$ cat config.mk
export PLATFORM = sky130hd
export DESIGN_NAME = flash_responder
export DESIGN_NICKNAME = d
export VERILOG_FILES = /design/src/rtl/flash_responder.sv
export SDC_FILE = /design/constraint.sdc
export NUM_CORES = 1
export LEC_CHECK = 0
export ABC_AREA = 0
export BUFFER_PORTS_ARGS = -buffer_cell sky130_fd_sc_hd__buf_2
export CAP_MARGIN = 30
export CORE_ASPECT_RATIO = 1.25
export CORE_MARGIN = 8
export CORE_UTILIZATION = 45
export DETAILED_ROUTE_END_ITERATION = 8
export MAX_ROUTING_LAYER = met4
export PLACE_DENSITY_LB_ADDON = 0.1
export SYNTH_ARGS = -nofsm -noshare
export SYNTH_HDL_FRONTEND = slang
export SYNTH_SLANG_ARGS = --single-unit
$ cat constraint.sdc
create_clock -name clk_clk -period 2.8 [get_ports clk_clk]
set_input_delay 0 -clock clk_clk [delete_from_list [all_inputs] [get_ports clk_clk]]
set_output_delay 0 -clock clk_clk [all_outputs]
set_load 0.01 [all_outputs]
$ cat src/rtl/flash_responder.sv
// Avalon-MM read responder standing in for the on-board flash controller IP.
// Define FLASH_RESPONDER_WRITE_EN to make accepted writes update the backing array.
//
// state  | meaning
// IDLE   | waiting for read or write
// WAIT   | waitrequest held high, counting wait states
// ACCEPT | one-cycle accept window, waitrequest low
// LAT    | read accepted, counting latency before the first beat
// BURST  | returning one beat per cycle
module flash_responder #(
  parameter int WAIT_CYCLES  = 2,
  parameter int READ_LATENCY = 1,
  parameter int DEPTH        = 256
) (
  input  logic        clk_clk,
  input  logic        reset_reset,
  input  logic        flash_mem_read,
  input  logic        flash_mem_write,
  input  logic [22:0] flash_mem_address,
  input  logic [6:0]  flash_mem_burstcount,
  input  logic [3:0]  flash_mem_byteenable,
  input  logic [31:0] flash_mem_writedata,
  output logic        flash_mem_waitrequest,
  output logic [31:0] flash_mem_readdata,
  output logic        flash_mem_readdatavalid
);

  typedef enum logic [2:0] {IDLE, WAIT, ACCEPT, LAT, BURST} state_t;

  localparam int CW = 16;
  localparam int AW = (DEPTH > 1) ? $clog2(DEPTH) : 1;

  state_t        r_state, w_state_nxt;
  logic [CW-1:0] r_cnt, w_cnt_nxt;
  logic [22:0]   r_addr;
  logic [6:0]    r_len;
  logic [6:0]    r_beat;
  logic          r_waitrequest;
  logic          r_readdatavalid;
  logic [31:0]   r_readdata;

  logic          w_req;
  logic          w_last_beat;
  logic [22:0]   w_beat_addr;
  logic          w_beat_in_range;
  logic [31:0]   w_beat_data;

  assign w_req           = flash_mem_read | flash_mem_write;
  assign w_beat_addr     = r_addr + {16'd0, r_beat};
  assign w_beat_in_range = (32'(w_beat_addr) < 32'(DEPTH));
  assign w_last_beat     = (r_beat == (r_len - 7'd1));

`ifdef FLASH_RESPONDER_WRITE_EN
  function automatic logic [DEPTH-1:0][31:0] f_mem_init();
    logic [DEPTH-1:0][31:0] m;
    for (int i = 0; i < DEPTH; i++) m[i] = 32'(i);
    return m;
  endfunction

  // Power-up contents come from the initialiser; reset never touches the array.
  logic [DEPTH-1:0][31:0] r_mem = f_mem_init();

  always_ff @(posedge clk_clk) begin
    if (!reset_reset && r_state == ACCEPT && flash_mem_write && !flash_mem_read
        && (32'(flash_mem_address) < 32'(DEPTH))) begin
      for (int i = 0; i < 4; i++) begin
        if (flash_mem_byteenable[i])
          r_mem[flash_mem_address[AW-1:0]][8*i +: 8] <= flash_mem_writedata[8*i +: 8];
      end
    end
  end

  assign w_beat_data = w_beat_in_range ? r_mem[w_beat_addr[AW-1:0]] : 32'h0;
`else
  logic w_unused_wr;
  assign w_unused_wr = ^{flash_mem_byteenable, flash_mem_writedata};
  assign w_beat_data = w_beat_in_range ? {9'd0, w_beat_addr} : 32'h0;
`endif

  always_comb begin
    w_state_nxt = r_state;
    w_cnt_nxt   = r_cnt;
    case (r_state)
      IDLE: begin
        if (w_req) begin
          w_cnt_nxt   = CW'(WAIT_CYCLES);
          w_state_nxt = (WAIT_CYCLES == 0) ? ACCEPT : WAIT;
        end
      end
      WAIT: begin
        if (!w_req) begin
          w_state_nxt = IDLE;
          w_cnt_nxt   = '0;
        end else begin
          w_cnt_nxt = r_cnt - CW'(1);
          if (r_cnt <= CW'(1)) w_state_nxt = ACCEPT;
        end
      end
      ACCEPT: begin
        w_cnt_nxt = '0;
        if (flash_mem_read) begin
          // A latency of one means the first beat follows the very next edge.
          if (READ_LATENCY <= 1) begin
            w_state_nxt = BURST;
          end else begin
            w_state_nxt = LAT;
            w_cnt_nxt   = CW'(READ_LATENCY - 1);
          end
        end else begin
          w_state_nxt = IDLE;
        end
      end
      LAT: begin
        w_cnt_nxt = r_cnt - CW'(1);
        if (r_cnt <= CW'(1)) w_state_nxt = BURST;
      end
      BURST: begin
        if (w_last_beat) w_state_nxt = IDLE;
      end
      default: begin
        w_state_nxt = IDLE;
        w_cnt_nxt   = '0;
      end
    endcase
  end

  always_ff @(posedge clk_clk) begin
    if (reset_reset) begin
      r_state         <= IDLE;
      r_cnt           <= '0;
      r_addr          <= '0;
      r_len           <= '0;
      r_beat          <= '0;
      r_waitrequest   <= 1'b1;
      r_readdatavalid <= 1'b0;
      r_readdata      <= '0;
    end else begin
      r_state         <= w_state_nxt;
      r_cnt           <= w_cnt_nxt;
      r_waitrequest   <= (w_state_nxt != ACCEPT);
      r_readdatavalid <= 1'b0;
      r_readdata      <= '0;
      if (r_state == ACCEPT && flash_mem_read) begin
        r_addr <= flash_mem_address;
        r_len  <= (flash_mem_burstcount == 7'd0) ? 7'd1 : flash_mem_burstcount;
        r_beat <= '0;
      end
      if (r_state == BURST) begin
        r_readdatavalid <= 1'b1;
        r_readdata      <= w_beat_data;
        r_beat          <= r_beat + 7'd1;
      end
    end
  end

  assign flash_mem_waitrequest   = r_waitrequest;
  assign flash_mem_readdata      = r_readdata;
  assign flash_mem_readdatavalid = r_readdatavalid;

endmodule

# Word level (Yosys, flattened, before mapping)
# Cells that the tools add are included.
# totals
ff_bits	90
inputBits	70
out_inout_bits	34
word_cells	46
# op_classes
add_sub_neg	4
n_lt_le_gt_ge	2
n_eq_ne	7
mux	14
bitwise_logic	3
reduce_logical	7
# op_table
operator	n
16-bit case mux with 4 select lines	1
16-bit two-way mux	2
23-bit by 7-bit adder with 23-bit output	1
23-bit by 9-bit less-than comparator with 1-bit output (second input constant)	1
7-bit two-way mux	3
3-bit two-way mux	6
16-bit by 1-bit less-or-equal comparator with 1-bit output (second input constant)	1
16-bit by 1-bit subtractor with 16-bit output (second input constant)	1
3-bit case mux with 5 select lines	1
7-bit by 1-bit adder with 7-bit output (second input constant)	1
7-bit equality test	1
7-bit zero test	1
7-bit by 1-bit subtractor with 7-bit output (second input constant)	1
3-bit by 2-bit equality test with 1-bit output (second input constant)	2
3-bit by 1-bit equality test with 1-bit output (second input constant)	1
3-bit equality test (second input constant)	1
3-bit zero test	1
3-bit by 2-bit != test with 1-bit output (second input constant)	1
3-bit OR reduction	1
2-bit != test (second input constant)	1
1-bit NOT	2
2-bit AND reduction	1
2-bit nonzero test	1
2-bit OR reduction	1
other kinds (3)	3

# Depth between registers and ports, before layout
# Gate-level depths: netlist of the first run.
# depth
word_depth	5
ltp_mapped	10
ltp_nobuf	10

# Least setup slack after synthesis of the first run
# No wires, ideal clock.
# synth_path
path_kind	reg-to-reg
startpoint	register r_beat[0]
endpoint	register r_readdata[1] (netlist: flash_mem_readdata[1])
setup_ns	0.061
arrival_time_ns	2.474
t_required_ns	2.739
path_slack_ns	0.266
path_stages_with_launch	10
path_buffers	0
synth_period_minus_slack_ns	2.534
cell_sequence	dfxtp_1 -> ha_1 -> inv_1 -> fa_1 -> and4b_1 -> o21ai_2 -> a211oi_2 -> a41oi_1 -> nor4b_4 -> and3b_1
# synth_via
elab_chain_cells	4
# synth_lines
item	line_no	rtl
start, declared	37	logic [6:0] r_beat;
start signal, assigned	151	r_beat <= r_beat + 7'd1;
23-bit by 7-bit adder with 23-bit output (*)	49	assign w_beat_addr = r_addr + {16'd0, r_beat};
23-bit by 9-bit less-than comparator with 1-bit output	50	assign w_beat_in_range = (32'(w_beat_addr) < 32'(DEPTH));
1-bit NOT (no source line)	-	
3-bit OR reduction (no source line)	-	
end signal, assigned	150	r_readdata <= w_beat_data;
end, declared	40	logic [31:0] r_readdata;
# Mark *: on every way between the ends. The rest lies on a longest branch, timed or not.
# A chain may end at the register's enable or synchronous reset.

# Worst setup path in the final report of the first run
# layout_path
startpoint	register r_addr[0]
endpoint	register r_readdata[0] (netlist: flash_mem_readdata[0])
# layout_via
elab_chain_cells	4
# layout_lines
item	line_no	rtl
start, declared	35	logic [22:0] r_addr;
start signal, assigned	144	r_addr <= flash_mem_address;
23-bit by 7-bit adder with 23-bit output (*)	49	
23-bit by 9-bit less-than comparator with 1-bit output	50	
1-bit NOT (no source line)	-	
3-bit OR reduction (no source line)	-	
# Marked as above.

==> impl_metrics.csv, run 1 <==
group,metric,value,unit
outcome,outcome,"completed",
timing,worst_slew_margin_rel,61.38,%
timing,tns,0,ps
die,die_h,117.8,um
worst_setup_path,cp_slowest_stage_delay,380,ps
power_and_ir_drop,p_int,0.001887,W
clocking,cts_root_buf,"clkbuf_8",
clocking,htreeDepth,3,
synth,synth-seq-area-share,43.50,%
drt,routedWlPerCell,12.62,um
drt,wl_met2,4.194,mm
drt,dr_wl_met3,251,um
power_and_ir_drop,sw_frac_of_total,30.50,%
power_and_ir_drop,ir_drop,0.4015,mV
worst_setup_path,cp-start-kind,"flip-flop",
grt,grt_antenna_before_repair,0,
power_and_ir_drop,p_seq_share,47.8,%
timing,fmax,383.2,MHz
grt,track_usage,14.91,%
timing,report.final.slew_viol_count,0,
synth,yosys-top-cells-area,"dfxtp_1 (44%), nand2_1 (7.2%), a21oi_1 (5.8%), xnor2_1 (5.4%), nor2_1 (4.5%)",
timing,fin_skew,8.290,ps
final_layout,diodes,0,
clocking,clk_pin_slew,80,ps
timing,hold_viol_final,0,
timing,period_share,93.21,%
placed_design,hpwlAfterDp,6.054,mm
worst_setup_path,crit_chain,"ha_1, inv_1, fa_1, and4b_1, o21ai_2, a211oi_2, buf_4, a211oi_2, a41oi_2, nor4b_4, buf_4, and3_1",
grt,grt_pass1_vias,3140,
placed_design,place.gp.congestion,0.8213,
timing,fin_crit,2610,ps
clocking,cts_tree,"done",
synth,synthArstFlopShare,0,%
synth,ys.flop_type,"dfxtp_1",
drt,wl_met1,3.619,mm
worst_setup_path,cp-end-kind,"flip-flop",
placed_design,post-place-cells,604,
power_and_ir_drop,comb_power_share,23.4,%
timing,setup_viol,0,
die,initial_utilization,45.75,%
timing,fin_worst_hold_slack,90.22,ps
final_layout,layout_commonest_cell,"dfxtp_1",
final_layout,layout_common_cells,"dfxtp_1 (81), nand2_1 (71), buf_2 (58)",
power_and_ir_drop,clockPowerShare,28.7,%
worst_setup_path,crit_fanout,8,
drt,routed_wl,8.216,mm
final_layout,seq_area,1622,um2
grt,grt_max_degree,44,
final_layout,stdcell_count,651,
worst_setup_path,worst-path-buf-inv,3,
drt,drtAntennaViolNets,0,
power_and_ir_drop,switchingPower,0.0008279,W
synth,syn_inst,435,
timing,worst_pin_slew,579.3,ps
clocking,clockBufferDepth,2,
drt,avgViaCountPerCell,5.005,
synth,ys_ff_latch,81,
final_layout,final_nets,631,
final_layout,stdcell_area,4701,um2
power_and_ir_drop,leakagePower,1.960,nW
job,maxCapViolCount,0,
placed_design,portBuffers,58,
synth,synth_cell_type_count,55,
worst_setup_path,cp_top_family,"compound AO/OA/AOI/OAI gates",
worst_setup_path,crit_type,"flip-flop to flip-flop",
synth,postSynthAreaPerCell,8.569,um2
final_layout,fill_cells,780,
grt,grt-ovfl-total,0,
synth,syn_area,3727,um2
final_layout,multi_input_area,2053,um2
die,fp.dieW,97.40,um
die,die_area,11470,um2
grt,grt_pass1_wl,14.03,mm
placed_design,placed_area,4203,um2
synth,ys_warn_count,0,
drt,drt_iter0_markers,121,
timing,rsz0062_at_grt,"no",
worst_setup_path,required,3060,ps
worst_setup_path,cp_data_arrival_time,2870,ps
die,row_count,37,
drt,highest_layer,"met4",
clocking,clk_latency,360,ps
drt,via_count,3258,
die,core_region_area,8148,um2
synth,synth.top_cell.area_share,43.50,%
worst_setup_path,cpMaxStageDelayCell,"fa_1",
worst_hold_path,hp-class,"input port to flip-flop",
synth,synth_area_leader_cell,"dfxtp_1",
final_layout,drive_gt1_share,18.77,%
final_layout,area_delta_synth_final,26.12,%
clocking,clock-sinks,81,
synth,synth-edff-count,0,
clocking,cts_made_buffers,9,
die,pin_count,104,
drt,dr.pass1.iters,4,
drt,drc,0,
power_and_ir_drop,p_per_area,577.5,nW/um2
## metrics by stage
step	setup slack (ps)	power, W	util [%]
5_1_grt	16.27	0.002888	57.69
6_report	190.2	0.002715	57.69
3_5_place_dp	139.7	0.001929	51.58
4_1_cts	109.0	0.002757	57.60
2_1_floorplan	265.6	0.001806	-
3_3_place_gp	166.0	0.001915	51.58
## worst paths after layout
path	startpoint	end	slack, ps	depth (start not counted)
max	r_addr[0]	flash_mem_readdata[0]	190	12
min	flash_mem_write	r_cnt[0]	90	4
max reg2reg	r_addr[0]	flash_mem_readdata[0]	190	12
min reg2reg	r_cnt[5]	r_cnt[5]	460	2
## worst min-delay path: stages
cell and delay [ps]:
buf_2 90, o21bai_1 100, a31oi_1 170, nor2_1 40
## cells by family after synthesis
group / share of synthesized area (%)
compound gates: 15.74
xor+xnor: 7.284
fa+ha+maj: 4.230
buf+inv: 3.927
flops: 43.50
mux: 1.343
other cells: 0.1006
simple gates: 23.87
## timing repair
item / CTS / global route
buffers inserted: 0 / 0
endpoints found under the hold margin: 31 / 0
endpoints found under the setup margin: 0 / 8
hold buffers: 31 / 0
resized for setup: 0 / 1
## cell usage after synthesis, types with 2 or more instances
| master | number |
|---|---|
| a21oi_1 | 43 |
| and3_1 | 8 |
| buf_4 | 9 |
| or2_2 | 5 |
| o21a_1 | 4 |
| nand2_1 | 71 |
| a211oi_1 | 4 |
| or4_1 | 4 |
| a31oi_1 | 3 |
| nor4_1 | 2 |
| nand4_1 | 8 |
| clkbuf_1 | 11 |
| a21o_1 | 5 |
| or3_1 | 4 |
| dfxtp_1 | 81 |
| nor2_1 | 45 |
| a21o_2 | 3 |
| o21bai_1 | 2 |
| nor2b_1 | 3 |
| xnor2_1 | 23 |
| a211oi_2 | 2 |
| mux2i_1 | 5 |
| and2_1 | 4 |
| xor2_1 | 8 |
| ha_1 | 11 |
| nor3_1 | 9 |
| a2bb2oi_1 | 2 |
| nand3_1 | 12 |
| inv_1 | 9 |
| o21ai_0 | 10 |
## power by group through the flow
stage	clock, W	combinational, W	sequential, W
6_report	0.000780	0.000636	0.00130
5_1_grt	0.000858	0.000719	0.00131
4_1_cts	0.000816	0.000642	0.00130
3_5_place_dp	0	0.000603	0.00133
3_3_place_gp	0	0.000594	0.00132
2_1_floorplan	0	0.000488	0.00132
## layer usage
metal  vias to the layer above  global-route usage (%)
met3                        12                   3.641
met5                         -                       -
met2                        56                   25.78
met1                      1481                   15.51
met4                         0                   7.028
li1                       1709                       -
## area by class of cell
class | instances | area share [%]
clock inverters | 6 | 0.9050
inverters | 9 | 0.7187
well taps | 97 | 2.582
clock buffers | 10 | 2.928
flip-flops and latches | 81 | 34.50
repair buffers | 101 | 14.69
multi-input cells | 347 | 43.68
## registers in the layout, indices dropped and copies added (netlist names)
signal and count:
flash_mem_readdata 23, flash_mem_readdatavalid 1, flash_mem_waitrequest 1, r_addr 23
r_beat 7, r_cnt 16, r_len 7, r_state 3
No activity file was read; power rests on OpenSTA's default activity.
==> inputs of run 2 (changes only) <==
--- a/config.mk
+++ b/config.mk
@@ -10,7 +10,7 @@
 export CAP_MARGIN = 30
 export CORE_ASPECT_RATIO = 1.25
 export CORE_MARGIN = 8
-export CORE_UTILIZATION = 45
+export CORE_UTILIZATION = 30
 export DETAILED_ROUTE_END_ITERATION = 8
 export MAX_ROUTING_LAYER = met4
 export PLACE_DENSITY_LB_ADDON = 0.1
==> impl_metrics.csv, run 2 (synthesis results as in run 1) <==
group,metric,value,unit
timing,worst_pin_slew,544.5,ps
power_and_ir_drop,sw_frac_of_total,28.46,%
power_and_ir_drop,comb_power_share,21.4,%
final_layout,final_nets,631,
drt,avgViaCountPerCell,4.528,
final_layout,fill_cells,1290,
final_layout,layout_commonest_cell,"dfxtp_1",
final_layout,drive_gt1_share,18.59,%
timing,fin_skew,7.444,ps
timing,report.final.slew_viol_count,0,
worst_setup_path,crit_fanout,8,
grt,grt_pass1_vias,3301,
power_and_ir_drop,p_per_area,615.6,nW/um2
worst_setup_path,cpMaxStageDelayCell,"fa_1",
clocking,htreeDepth,3,
grt,grt_max_degree,44,
clocking,cts_made_buffers,9,
worst_hold_path,hp-class,"input port to flip-flop",
die,row_count,45,
timing,rsz0062_at_grt,"no",
job,maxCapViolCount,0,
clocking,clockBufferDepth,2,
drt,routed_wl,8.762,mm
clocking,clk_latency,340,ps
worst_setup_path,cp-start-kind,"flip-flop",
timing,fin_crit,2627,ps
grt,track_usage,11.89,%
worst_hold_path,hp-start,"flash_mem_burstcount[0]",
grt,grt-ovfl-total,0,
placed_design,post-place-cells,671,
worst_setup_path,r2r_setup_slack,170,ps
worst_setup_path,crit_chain,"ha_1, inv_1, fa_1, and4b_1, o21ai_2, a211oi_2, buf_4, nand3_1, a21o_1, o21ai_0, buf_4, and3_1",
clocking,clk_pin_slew,60,ps
die,fp.dieW,115.7,um
die,pin_count,104,
worst_setup_path,required,3080,ps
worst_setup_path,cp-endpoint,"flash_mem_readdata[7]",
drt,drtAntennaViolNets,0,
power_and_ir_drop,p_int,0.002139,W
outcome,outcome,"completed",
power_and_ir_drop,leakagePower,1.999,nW
final_layout,diodes,0,
die,die_h,140.6,um
timing,period_share,93.82,%
timing,fmax,380.7,MHz
worst_setup_path,timing.rr.start,"r_beat[0]",
grt,grt_pass1_wl,15.23,mm
clocking,cts_root_buf,"clkbuf_16",
drt,drt_iter0_markers,91,
power_and_ir_drop,p_seq_share,43.5,%
power_and_ir_drop,switchingPower,0.0008512,W
placed_design,place.gp.congestion,0.8267,
worst_setup_path,rr_worst_depth,12,
timing,setup_viol,0,
die,initial_utilization,30.65,%
timing,hold_viol_final,0,
final_layout,stdcell_count,718,
drt,drc,0,
worst_setup_path,cpMostUsedCell,"buf_4",
drt,dr.pass1.iters,4,
die,core_region_area,12160,um2
timing,worst_slew_margin_rel,63.61,%
clocking,cts_tree,"done",
power_and_ir_drop,clockPowerShare,35.1,%
final_layout,layout_common_cells,"dfxtp_1 (81), nand2_1 (71), buf_2 (58)",
worst_setup_path,rr_endpoint,"flash_mem_readdata[7]",
drt,routedWlPerCell,12.20,um
timing,tns,0,ps
grt,grt_antenna_before_repair,0,
final_layout,final_util,39.95,%
die,die_area,16270,um2
placed_design,portBuffers,58,
power_and_ir_drop,ir_drop,0.3023,mV
worst_setup_path,startpoint,"r_beat[0]",
worst_setup_path,crit_type,"flip-flop to flip-flop",
timing,fin_worst_hold_slack,30.29,ps
worst_setup_path,cp-end-kind,"flip-flop",
drt,via_count,3251,
worst_setup_path,cp_data_arrival_time,2900,ps
placed_design,hpwlAfterDp,6.528,mm
power_and_ir_drop,finalPower,0.002991,W
final_layout,area_delta_synth_final,30.35,%
clocking,clock-sinks,81,
worst_setup_path,cp_slowest_stage_delay,380,ps
## run 2: changes by cell type in the layout (fill, tap and decap cells not counted), sizes merged
cell / change
clkinv: +1
dlygate4sd3: -1
inv: -1
buf: +1
## run 2: per-layer routing
metal | wire [um] | vias up | track usage, %
li1 | - | 1714 | -
met1 | 4250 | 1473 | 14.23
met2 | 4014 | 54 | 18.65
met3 | 329 | 10 | 2.692
met4 | 167 | 0 | 5.339
met5 | 0 | - | -
## run 2: power by group through the flow
stage | Sequential (W) | Combinational [W] | Clock (W)
after floorplan | 0.00132 | 0.000488 | 0
after global placement | 0.00132 | 0.000610 | 0
after detailed placement | 0.00133 | 0.000615 | 0
after CTS | 0.00130 | 0.000651 | 0.00109
after global routing | 0.00131 | 0.000727 | 0.00115
final | 0.00130 | 0.000640 | 0.00105
## run 2: worst max-delay path: cells and delay by family, from the launching register on
kind / cells / cell delay [ps]
AO/OA/AOI/OAI: 4 / 650
adder cells (fa/ha/maj): 2 / 580
buffers and inverters: 3 / 430
flip-flops: 1 / 340
AND/OR/NAND/NOR: 3 / 540
## run 2: timing repair
item | CTS | global route
endpoints found under the setup margin | 0 | 8
hold endpoints to repair | 30 | 0
setup buffers | 0 | 1
hold buffers | 30 | 0
resized for setup | 0 | 0
## run 2: worst min path at each step
stage / end / slack (ps) / depth (start not counted)
CTS: r_len[0] / 20 / 3
floorplan: r_addr[0] / 140 / 2
global route: r_len[0] / 60 / 3
global placement: r_addr[9] / 240 / 3
finish: r_len[0] / 30 / 3
detailed placement: r_addr[19] / 250 / 3
## run 2: layout make-up
class,instances,area (um2),area share [%]
tap,164,205.2,4.224
clock buffer,10,229.0,4.713
multi-input combinational,347,2046,42.11
inverter,9,33.78,0.6953
sequential,81,1622,33.38
timing repair buffer,101,688.2,14.16
clock inverter,6,35.03,0.7211
## run 2: through the flow
stage	worst slack (ps)	area (um2)
after floorplan	265.6	3814
after global placement	216.5	4287
after detailed placement	161.1	4287
after CTS	119.9	4851
after global routing	31.68	4858
final	173.0	4858
